--- src/rtl/weight_rom_stream_ctrl.sv ---
// Streams every word of a fixed-latency weight ROM in address order for a programmable
// number of passes, using credit-limited reads into a small skid FIFO on the output.
module weight_rom_stream_ctrl #(
  parameter int DATA_WIDTH  = 128,
  parameter int DEPTH       = 576,
  parameter int ADDR_WIDTH  = $clog2(DEPTH) + 1,
  parameter int ROM_LATENCY = 2,
  parameter int FIFO_DEPTH  = 4,
  parameter int PASS_WIDTH  = 16
) (
  input  logic                  clk,
  input  logic                  rst,
  input  logic                  start,
  input  logic [PASS_WIDTH-1:0] pass_count,
  output logic                  busy,
  output logic                  done,
  output logic [ADDR_WIDTH-1:0] rom_addr,
  output logic                  rom_ce,
  input  logic [DATA_WIDTH-1:0] rom_q,
  output logic [DATA_WIDTH-1:0] data_out,
  output logic                  data_out_valid,
  input  logic                  data_out_ready,
  output logic                  data_out_last
);

  localparam int PTR_W = (FIFO_DEPTH > 1) ? $clog2(FIFO_DEPTH) : 1;
  localparam int CNT_W = $clog2(FIFO_DEPTH + ROM_LATENCY + 2) + 1;

  typedef enum logic [1:0] {S_IDLE, S_STREAM, S_DRAIN, S_DONE} state_t;

  state_t                  state, state_next;
  logic [ADDR_WIDTH-1:0]   addr;
  logic [PASS_WIDTH-1:0]   passes;
  logic [ROM_LATENCY-1:0]  infl, infl_next;
  logic [ROM_LATENCY-1:0]  infl_last, infl_last_next;
  logic [DATA_WIDTH-1:0]   mem [FIFO_DEPTH];
  logic [FIFO_DEPTH-1:0]   mem_last;
  logic [PTR_W-1:0]        wr_ptr, rd_ptr;
  logic [CNT_W-1:0]        fifo_count, fifo_after_pop, fifo_count_next, inflight_count;
  logic                    push, pop, issue, issue_last, at_end;

  function automatic logic [PTR_W-1:0] ptr_inc(input logic [PTR_W-1:0] p);
    return (p == PTR_W'(FIFO_DEPTH - 1)) ? '0 : p + PTR_W'(1);
  endfunction

  // Output stream: a beat transfers on a cycle where data_out_valid and data_out_ready
  // are both high; while valid is high and ready low, data_out/data_out_last hold.
  assign data_out_valid = (fifo_count != '0);
  assign data_out       = mem[rd_ptr];
  assign data_out_last  = data_out_valid & mem_last[rd_ptr];
  assign pop            = data_out_valid & data_out_ready;
  assign push           = infl[ROM_LATENCY-1];

  assign rom_addr = addr;
  assign rom_ce   = (state != S_IDLE);
  assign busy     = (state == S_STREAM) || (state == S_DRAIN);
  assign done     = (state == S_DONE);

  // Credit check counts words already buffered plus reads still inside the ROM.
  always_comb begin
    inflight_count = '0;
    for (int i = 0; i < ROM_LATENCY; i++) begin
      inflight_count = inflight_count + CNT_W'(infl[i]);
    end
    fifo_after_pop  = fifo_count - CNT_W'(pop);
    fifo_count_next = fifo_after_pop + CNT_W'(push);
    issue = (state == S_STREAM) &&
            (fifo_after_pop + inflight_count + CNT_W'(1) <= CNT_W'(FIFO_DEPTH));
    at_end     = (addr == ADDR_WIDTH'(DEPTH - 1));
    issue_last = issue && at_end && (passes <= PASS_WIDTH'(1));
  end

  always_comb begin
    infl_next         = '0;
    infl_last_next    = '0;
    infl_next[0]      = issue;
    infl_last_next[0] = issue_last;
    for (int i = 1; i < ROM_LATENCY; i++) begin
      infl_next[i]      = infl[i-1];
      infl_last_next[i] = infl_last[i-1];
    end
  end

  always_comb begin
    state_next = state;
    case (state)
      S_IDLE:   if (start) state_next = S_STREAM;
      S_STREAM: if (issue_last) state_next = S_DRAIN;
      S_DRAIN:  if (inflight_count == '0 && fifo_count_next == '0) state_next = S_DONE;
      S_DONE:   state_next = S_IDLE;
      default:  state_next = S_IDLE;
    endcase
  end

  always_ff @(posedge clk) begin
    if (rst) begin
      state      <= S_IDLE;
      addr       <= '0;
      passes     <= '0;
      infl       <= '0;
      infl_last  <= '0;
      wr_ptr     <= '0;
      rd_ptr     <= '0;
      fifo_count <= '0;
    end else begin
      state      <= state_next;
      infl       <= infl_next;
      infl_last  <= infl_last_next;
      fifo_count <= fifo_count_next;
      if (push) wr_ptr <= ptr_inc(wr_ptr);
      if (pop)  rd_ptr <= ptr_inc(rd_ptr);
      if (state == S_IDLE && start) begin
        addr   <= '0;
        passes <= (pass_count == '0) ? PASS_WIDTH'(1) : pass_count;
      end else if (issue) begin
        if (at_end) begin
          addr   <= '0;
          passes <= passes - PASS_WIDTH'(1);
        end else begin
          addr <= addr + ADDR_WIDTH'(1);
        end
      end
    end
  end

  // Storage needs no reset: an entry is only read once fifo_count says it was written.
  always_ff @(posedge clk) begin
    if (push) begin
      mem[wr_ptr]      <= rom_q;
      mem_last[wr_ptr] <= infl_last[ROM_LATENCY-1];
    end
  end

endmodule

--- config.mk ---
export PLATFORM = sky130hd
export DESIGN_NAME = weight_rom_stream_ctrl
export DESIGN_NICKNAME = d
export VERILOG_FILES = /design/src/rtl/weight_rom_stream_ctrl.sv
export SDC_FILE = /design/constraint.sdc
export NUM_CORES = 1
export LEC_CHECK = 0
export CAP_MARGIN = 10
export CORE_ASPECT_RATIO = 0.6
export CORE_UTILIZATION = 25
export DETAILED_ROUTE_END_ITERATION = 7
export GPL_TIMING_DRIVEN = 0
export PLACE_DENSITY = 0.54
export SLEW_MARGIN = 20
export SYNTH_ARGS = -nofsm -noshare
export SYNTH_HDL_FRONTEND = slang
export SYNTH_SLANG_ARGS = --single-unit
--- constraint.sdc ---
create_clock -name clk -period 7.8 [get_ports clk]
set_input_delay 1.56 -clock clk [delete_from_list [all_inputs] [get_ports clk]]
set_output_delay 1.56 -clock clk [all_outputs]
set_load 0.02 [all_outputs]
==> results of run 1 <==
## Yosys cell counts (7+ instances only)
cell	instances
or3_1	10
nor3_1	8
o31ai_1	7
edfxtp_1	516
inv_1	23
ha_1	19
dfxtp_1	43
clkbuf_1	25
a21oi_1	9
mux4_2	129
and2_1	10
xor2_1	12
nand2_1	7
or4_1	8
buf_1	13
nor2_1	36
a311oi_1	12
## power by group through the flow
stage	Combinational [W]	Clock (W)	Sequential, W
6_report	0.00208	0.00267	0.00345
5_1_grt	0.00224	0.00288	0.00346
4_1_cts	0.00213	0.00277	0.00345
3_5_place_dp	0.00212	0	0.00351
3_3_place_gp	0.00209	0	0.00353
2_1_floorplan	0.00122	0	0.00351
## registers in the layout, indices dropped and copies added, names as in the netlist, named ones only
register    count
infl_last       2
fifo_count      4
rd_ptr          2
wr_ptr          2
passes         16
mem_last        4
rom_addr       11
state           2
infl            2
mem           512
## per-stage QoR
stage	area [um2]	hold WS (ns)	power (W)	instances
global placement	25400	0.463	0.00562	2390
floorplan	21100	0.414	0.00473	965
global route	27500	0.511	0.00858	2506
CTS	27500	0.491	0.00835	2506
finish	27500	0.500	0.00820	2508
detailed placement	25700	0.486	0.00563	2402
## layer usage
metal | part of all wire | global-route usage
met4 | 0.019 | 0.0294
met3 | 0.067 | 0.0296
met2 | 0.47 | 0.176
met1 | 0.44 | 0.150
met5 | 0.00048 | 0
## cell families after synthesis
logic type / after synthesis / share of synthesized area
DFF: 559 / 0.777
muxes: 133 / 0.140
and+or+nand+nor: 113 / 0.0308
buffers and inverters: 63 / 0.0116
AOI/OAI and AO/OA: 61 / 0.0220
adders and majority gates: 20 / 0.0118
xor gates and xnor gates: 16 / 0.00701
## worst register-to-register path, stage by stage, from the launching register on
cell and delay (ns):
dfxtp_1 0.34, or4_1 0.59, nand2_1 0.17, inv_1 0.09, ha_1 0.32, ha_1 0.32, or2_2 0.29, a21oi_1 0.32
nor4_4 0.12, o211ai_2 0.37, buf_6 0.21, buf_2 0.24, nand3b_1 0.15, clkbuf_1 0.27, nor2_1 0.18
## area by class of cell
class | count | area, um2 | area share
tap | 1134 | 1420 | 0.0516
clock inverter | 37 | 340 | 0.0124
antenna | 2 | 5.00 | 0.000182
clock buffer | 67 | 1460 | 0.0532
buffer | 40 | 166 | 0.00605
multi-input combinational | 343 | 4460 | 0.162
timing repair buffer | 303 | 3210 | 0.117
sequential | 559 | 16400 | 0.594
inverter | 23 | 86.3 | 0.00314
## final timing paths
kind | endpoint | slack (ns) | cells past startpoint
worst max-delay path | data_out[124] | 2.93 | 4
worst min-delay path | mem_last[3] | 0.50 | 0
worst max register to register | rom_addr[0] | 3.76 | 14
worst min register to register | mem_last[3] | 0.50 | 0
==> impl_metrics.tcl, run 1 <==
set metrics [dict create \
    synthDistinctLibCells 56 \
    synthArstFlopShare 0 \
    internal_power_w 0.00591 \
    p_switching_w 0.00229 \
    crit_path_cell_trace "clkbuf_2 -> buf_1 -> mux4_2 -> clkdlybuf4s50_1" \
    cts.clk_slew.worst_paths_ns 0.06 \
    fp.dieArea_um2 85400 \
    cts-root-buf "clkbuf_16" \
    setup_viol 0 \
    cp-start-kind "flop" \
    synth_seq_cells 559 \
    synth_top_area_share 0.736 \
    grt_max_degree 44 \
    status "completed" \
    final_util 0.330 \
    synth.top_cells.by_area "edfxtp_1, mux4_2, dfxtp_1, ha_1, nor2_1" \
    via_per_inst 4.25 \
    cts_hold_buf 0 \
    die_y_um 227 \
    area_delta_synth_final_pct 30.7 \
    die_x_um 377 \
    gr-total-overflow 0 \
    slew_headroom 0.350 \
    routed_wl_um 48300 \
    hold_viol_final 0 \
    min_path_type "reg2reg" \
    slowest_stage "buf_1" \
    dp_hpwl_um 31000 \
    crit_family "buffers and inverters" \
    drc 0 \
    yosysWarnings 0 \
    p_per_area_nw_per_um2 298 \
    avgSynthCellArea_um2 21.8 \
    drt_iter0_drc 628 \
    maxCapViolCount 0 \
    port_buffers 291 \
    cp-end-kind "primary output" \
    antenna_found_initial 4 \
    dp_slack_ns 2.75 \
    max_freq_ghz 0.205 \
    post_cts_buffers 0 \
    crit_type "reg2out" \
    worstPathRequired_ns 6.24 \
    grtUsageTotal 0.111 \
    io_pins 292 \
    grt_pass1_wl_um 70500 \
    p_comb_frac 0.254 \
    path_max_fanout 10 \
    setup_slack_ns 2.93 \
    syn_area_um2 21100 \
    crit_arrival_ns 3.31 \
    routedWlPerCell_um 19.3 \
    synth_top_area_cell "edfxtp_1" \
    cts_resized 0 \
    r2r_start "fifo_count[3]" \
    dr.pass1.iters 5 \
    tritoncts "built" \
    clk_path_buf_depth 3 \
    htreeDepth 2 \
    synth-main-ff-cell "edfxtp_1" \
    syn_nets 1132 \
    cp_num_buf_inv 3 \
    min_period_ns 4.87 \
    drive_gt1_frac 0.177 \
    max_slew.worst_pin.slew_ns 0.976 \
    ir_drop_uv 159 \
    coreArea_um2 83400 \
    globalplace.congestion 0.807 \
    clock-sinks 559 \
    syn_inst 965 \
    p_leak_nw 8.45 \
    slowest_delay_ns 0.78 \
    hold_start "infl_last[1]" \
    p_seq_frac 0.421 \
    slew_viol_final 0 \
    ant_nets 0 \
    grt_pass1_vias 11100 \
    grt_setup_unrepaired "false" \
    initial_core_util 0.252 \
    nFillCells 7886 \
    clk_latency_ns 0.59 \
    fin_nets 1493 \
    ys_seq_area_frac 0.777 \
    final_cell_mix "edfxtp_1, clkdlybuf4s50_1, mux4_2" \
    period_share 0.625 \
    p_clk_frac 0.325 \
    cts_made_buffers 56 \
    layout_commonest_cell "edfxtp_1" \
    rows 82 \
    vias 10700 \
    clock_skew_ns 0.0122 \
    synth_edf_count 516 \
    swShare 0.279 \
    fin_setup_tns_ns 0 \
]
No activity file was read; power rests on OpenSTA's default activity.
==> run 2: changes to the inputs <==
--- a/config.mk
+++ b/config.mk
@@ -10,7 +10,7 @@
 export CORE_UTILIZATION = 25
 export DETAILED_ROUTE_END_ITERATION = 7
 export GPL_TIMING_DRIVEN = 0
-export PLACE_DENSITY = 0.54
+export PLACE_DENSITY = 0.55
 export SLEW_MARGIN = 20
 export SYNTH_ARGS = -nofsm -noshare
 export SYNTH_HDL_FRONTEND = slang
==> constraint.sdc (replaced) <==
create_clock -name clk -period 4.3 [get_ports clk]
set_input_delay 0.86 -clock clk [delete_from_list [all_inputs] [get_ports clk]]
set_output_delay 0.86 -clock clk [all_outputs]
set_load 0.02 [all_outputs]
==> run 2 against run 1 <==
  * Clock power grew 76%
  * Utilization is essentially flat
  * Cell area is essentially flat
  * Largest cell class unchanged
  * Total power grew 80%
  * Count of clock-buffer cells in the layout shrank 1
  * Clock skew grew 0.0023 ns
  * Cell count shrank 0.16%
==> impl_metrics.tcl, run 2 (synthesis results as in run 1) <==
set metrics [dict create \
    cts-root-buf "clkbuf_16" \
    cts_made_buffers 55 \
    reg2reg_depth 14 \
    maxCapViolCount 0 \
    rows 82 \
    cts.clk_slew.worst_paths_ns 0.06 \
    period_share 0.938 \
    dr.pass1.iters 4 \
    hold_viol_final 0 \
    final_util 0.330 \
    die_x_um 377 \
    grt_pass1_vias 11400 \
    swShare 0.283 \
    layout_commonest_cell "edfxtp_1" \
    clock-sinks 559 \
    setup_viol 0 \
    clock_skew_ns 0.0144 \
    grtUsageTotal 0.112 \
    coreArea_um2 83400 \
    routed_wl_um 48200 \
    final_cell_area_um2 27500 \
    p_per_area_nw_per_um2 536 \
    largest_register "mem" \
    rrSetupSlack_ns 0.32 \
    ir_drop_uv 278 \
    clk_latency_ns 0.61 \
    r2r_start "fifo_count[3]" \
    path_max_fanout 10 \
    final_cell_mix "edfxtp_1, clkdlybuf4s50_1, mux4_2" \
    htreeDepth 2 \
    globalplace.congestion 0.816 \
    crit_arrival_ns 3.17 \
    dp_hpwl_um 31300 \
    grt_max_degree 43 \
    gr-total-overflow 0 \
    worstPathRequired_ns 3.44 \
    initial_core_util 0.252 \
    min_period_ns 4.03 \
    cts_hold_buf 0 \
    cp-end-kind "primary output" \
    die_y_um 227 \
    drc 0 \
    p_switching_w 0.00418 \
    slew_viol_final 0 \
    min_path_type "reg2reg" \
    ant_nets 0 \
    area_delta_synth_final_pct 30.6 \
    nFillCells 7882 \
    p_total_w 0.0147 \
    vias 10600 \
    p_comb_frac 0.257 \
    critPathCapture "data_out[99]" \
    p_leak_nw 8.48 \
    port_buffers 291 \
    drive_gt1_frac 0.186 \
    fp.dieArea_um2 85400 \
    p_clk_frac 0.318 \
    max_slew.worst_pin.slew_ns 0.734 \
    status "completed" \
    cp-start-kind "flop" \
    fin_nets 1494 \
    p_seq_frac 0.424 \
    slew_headroom 0.510 \
    grt_pass1_wl_um 71000 \
    drt_iter0_drc 591 \
    io_pins 292 \
    crit_type "reg2out" \
    r2r_end "rom_addr[0]" \
    clk_path_buf_depth 3 \
    max_freq_ghz 0.248 \
    routedWlPerCell_um 19.3 \
    tritoncts "built" \
    via_per_inst 4.24 \
    place_area_um2 25700 \
    internal_power_w 0.0106 \
    largest_reg_flops 512 \
    hold_start "infl_last[1]" \
    antenna_found_initial 5 \
]
run 2: worst min path at each step:
stage / end / slack [ns] / cells past startpoint
2_1_floorplan: infl_last[1] / 0.41 / 1
3_3_place_gp: mem_last[1] / 0.46 / 0
3_5_place_dp: mem_last[3] / 0.47 / 0
4_1_cts: mem_last[3] / 0.49 / 0
5_1_grt: infl_last[1] / 0.51 / 1
6_report: mem_last[1] / 0.48 / 0
run 2: critical path, stage by stage, from the launching register on:
cell and delay [ns]:
dfxtp_1 0.34, clkbuf_1 0.40, buf_8 0.22, clkbuf_1 0.56, mux4_2 0.42, clkdlybuf4s50_1 0.60
run 2: area by class of cell:
cell class | count | area [um2] | area share
antenna | 1 | 2.50 | 0.0000910
buffer | 40 | 211 | 0.00769
clock buffer | 66 | 1420 | 0.0515
clock inverter | 33 | 317 | 0.0115
inverter | 23 | 86.3 | 0.00314
multi-input combinational | 343 | 4460 | 0.162
sequential | 559 | 16400 | 0.595
tap | 1134 | 1420 | 0.0516
timing repair buffer | 305 | 3230 | 0.118
run 2: layer usage:
metal,wire [um],track usage,up-vias,part of all wire
li1,-,-,4783,-
met1,21700,0.154,5496,0.45
met2,21700,0.168,262,0.45
met3,3950,0.0396,71,0.082
met4,837,0.0270,6,0.017
met5,44,0,-,0.00091
run 2: what timing repair did:
| item | in CTS | in global routing |
|---|---|---|
| setup buffers | 0 | 0 |
| resized for setup | 17 | 14 |
| hold endpoints to repair | 0 | 0 |
| setup endpoints to repair | 120 | 63 |
run 2: stage by stage:
stage	cells	hold slack (ns)	setup TNS (ns)	setup slack, ns
after global routing	2503	0.511	-0.00147	-0.00147
after global placement	2390	0.463	-1373.22	-2.71
after floorplan	965	0.414	0	0.293
final	2504	0.480	0	0.267
after detailed placement	2404	0.471	0	0.0148
after CTS	2503	0.487	-5.30	-0.143
run 2: power by group through the flow:
stage          Sequential, W  Clock, W  Combinational (W)
2_1_floorplan        0.00637         0            0.00222
3_3_place_gp         0.00641         0            0.00378
3_5_place_dp         0.00637         0            0.00384
4_1_cts              0.00625   0.00489            0.00388
5_1_grt              0.00627   0.00509            0.00409
6_report             0.00625   0.00469            0.00379
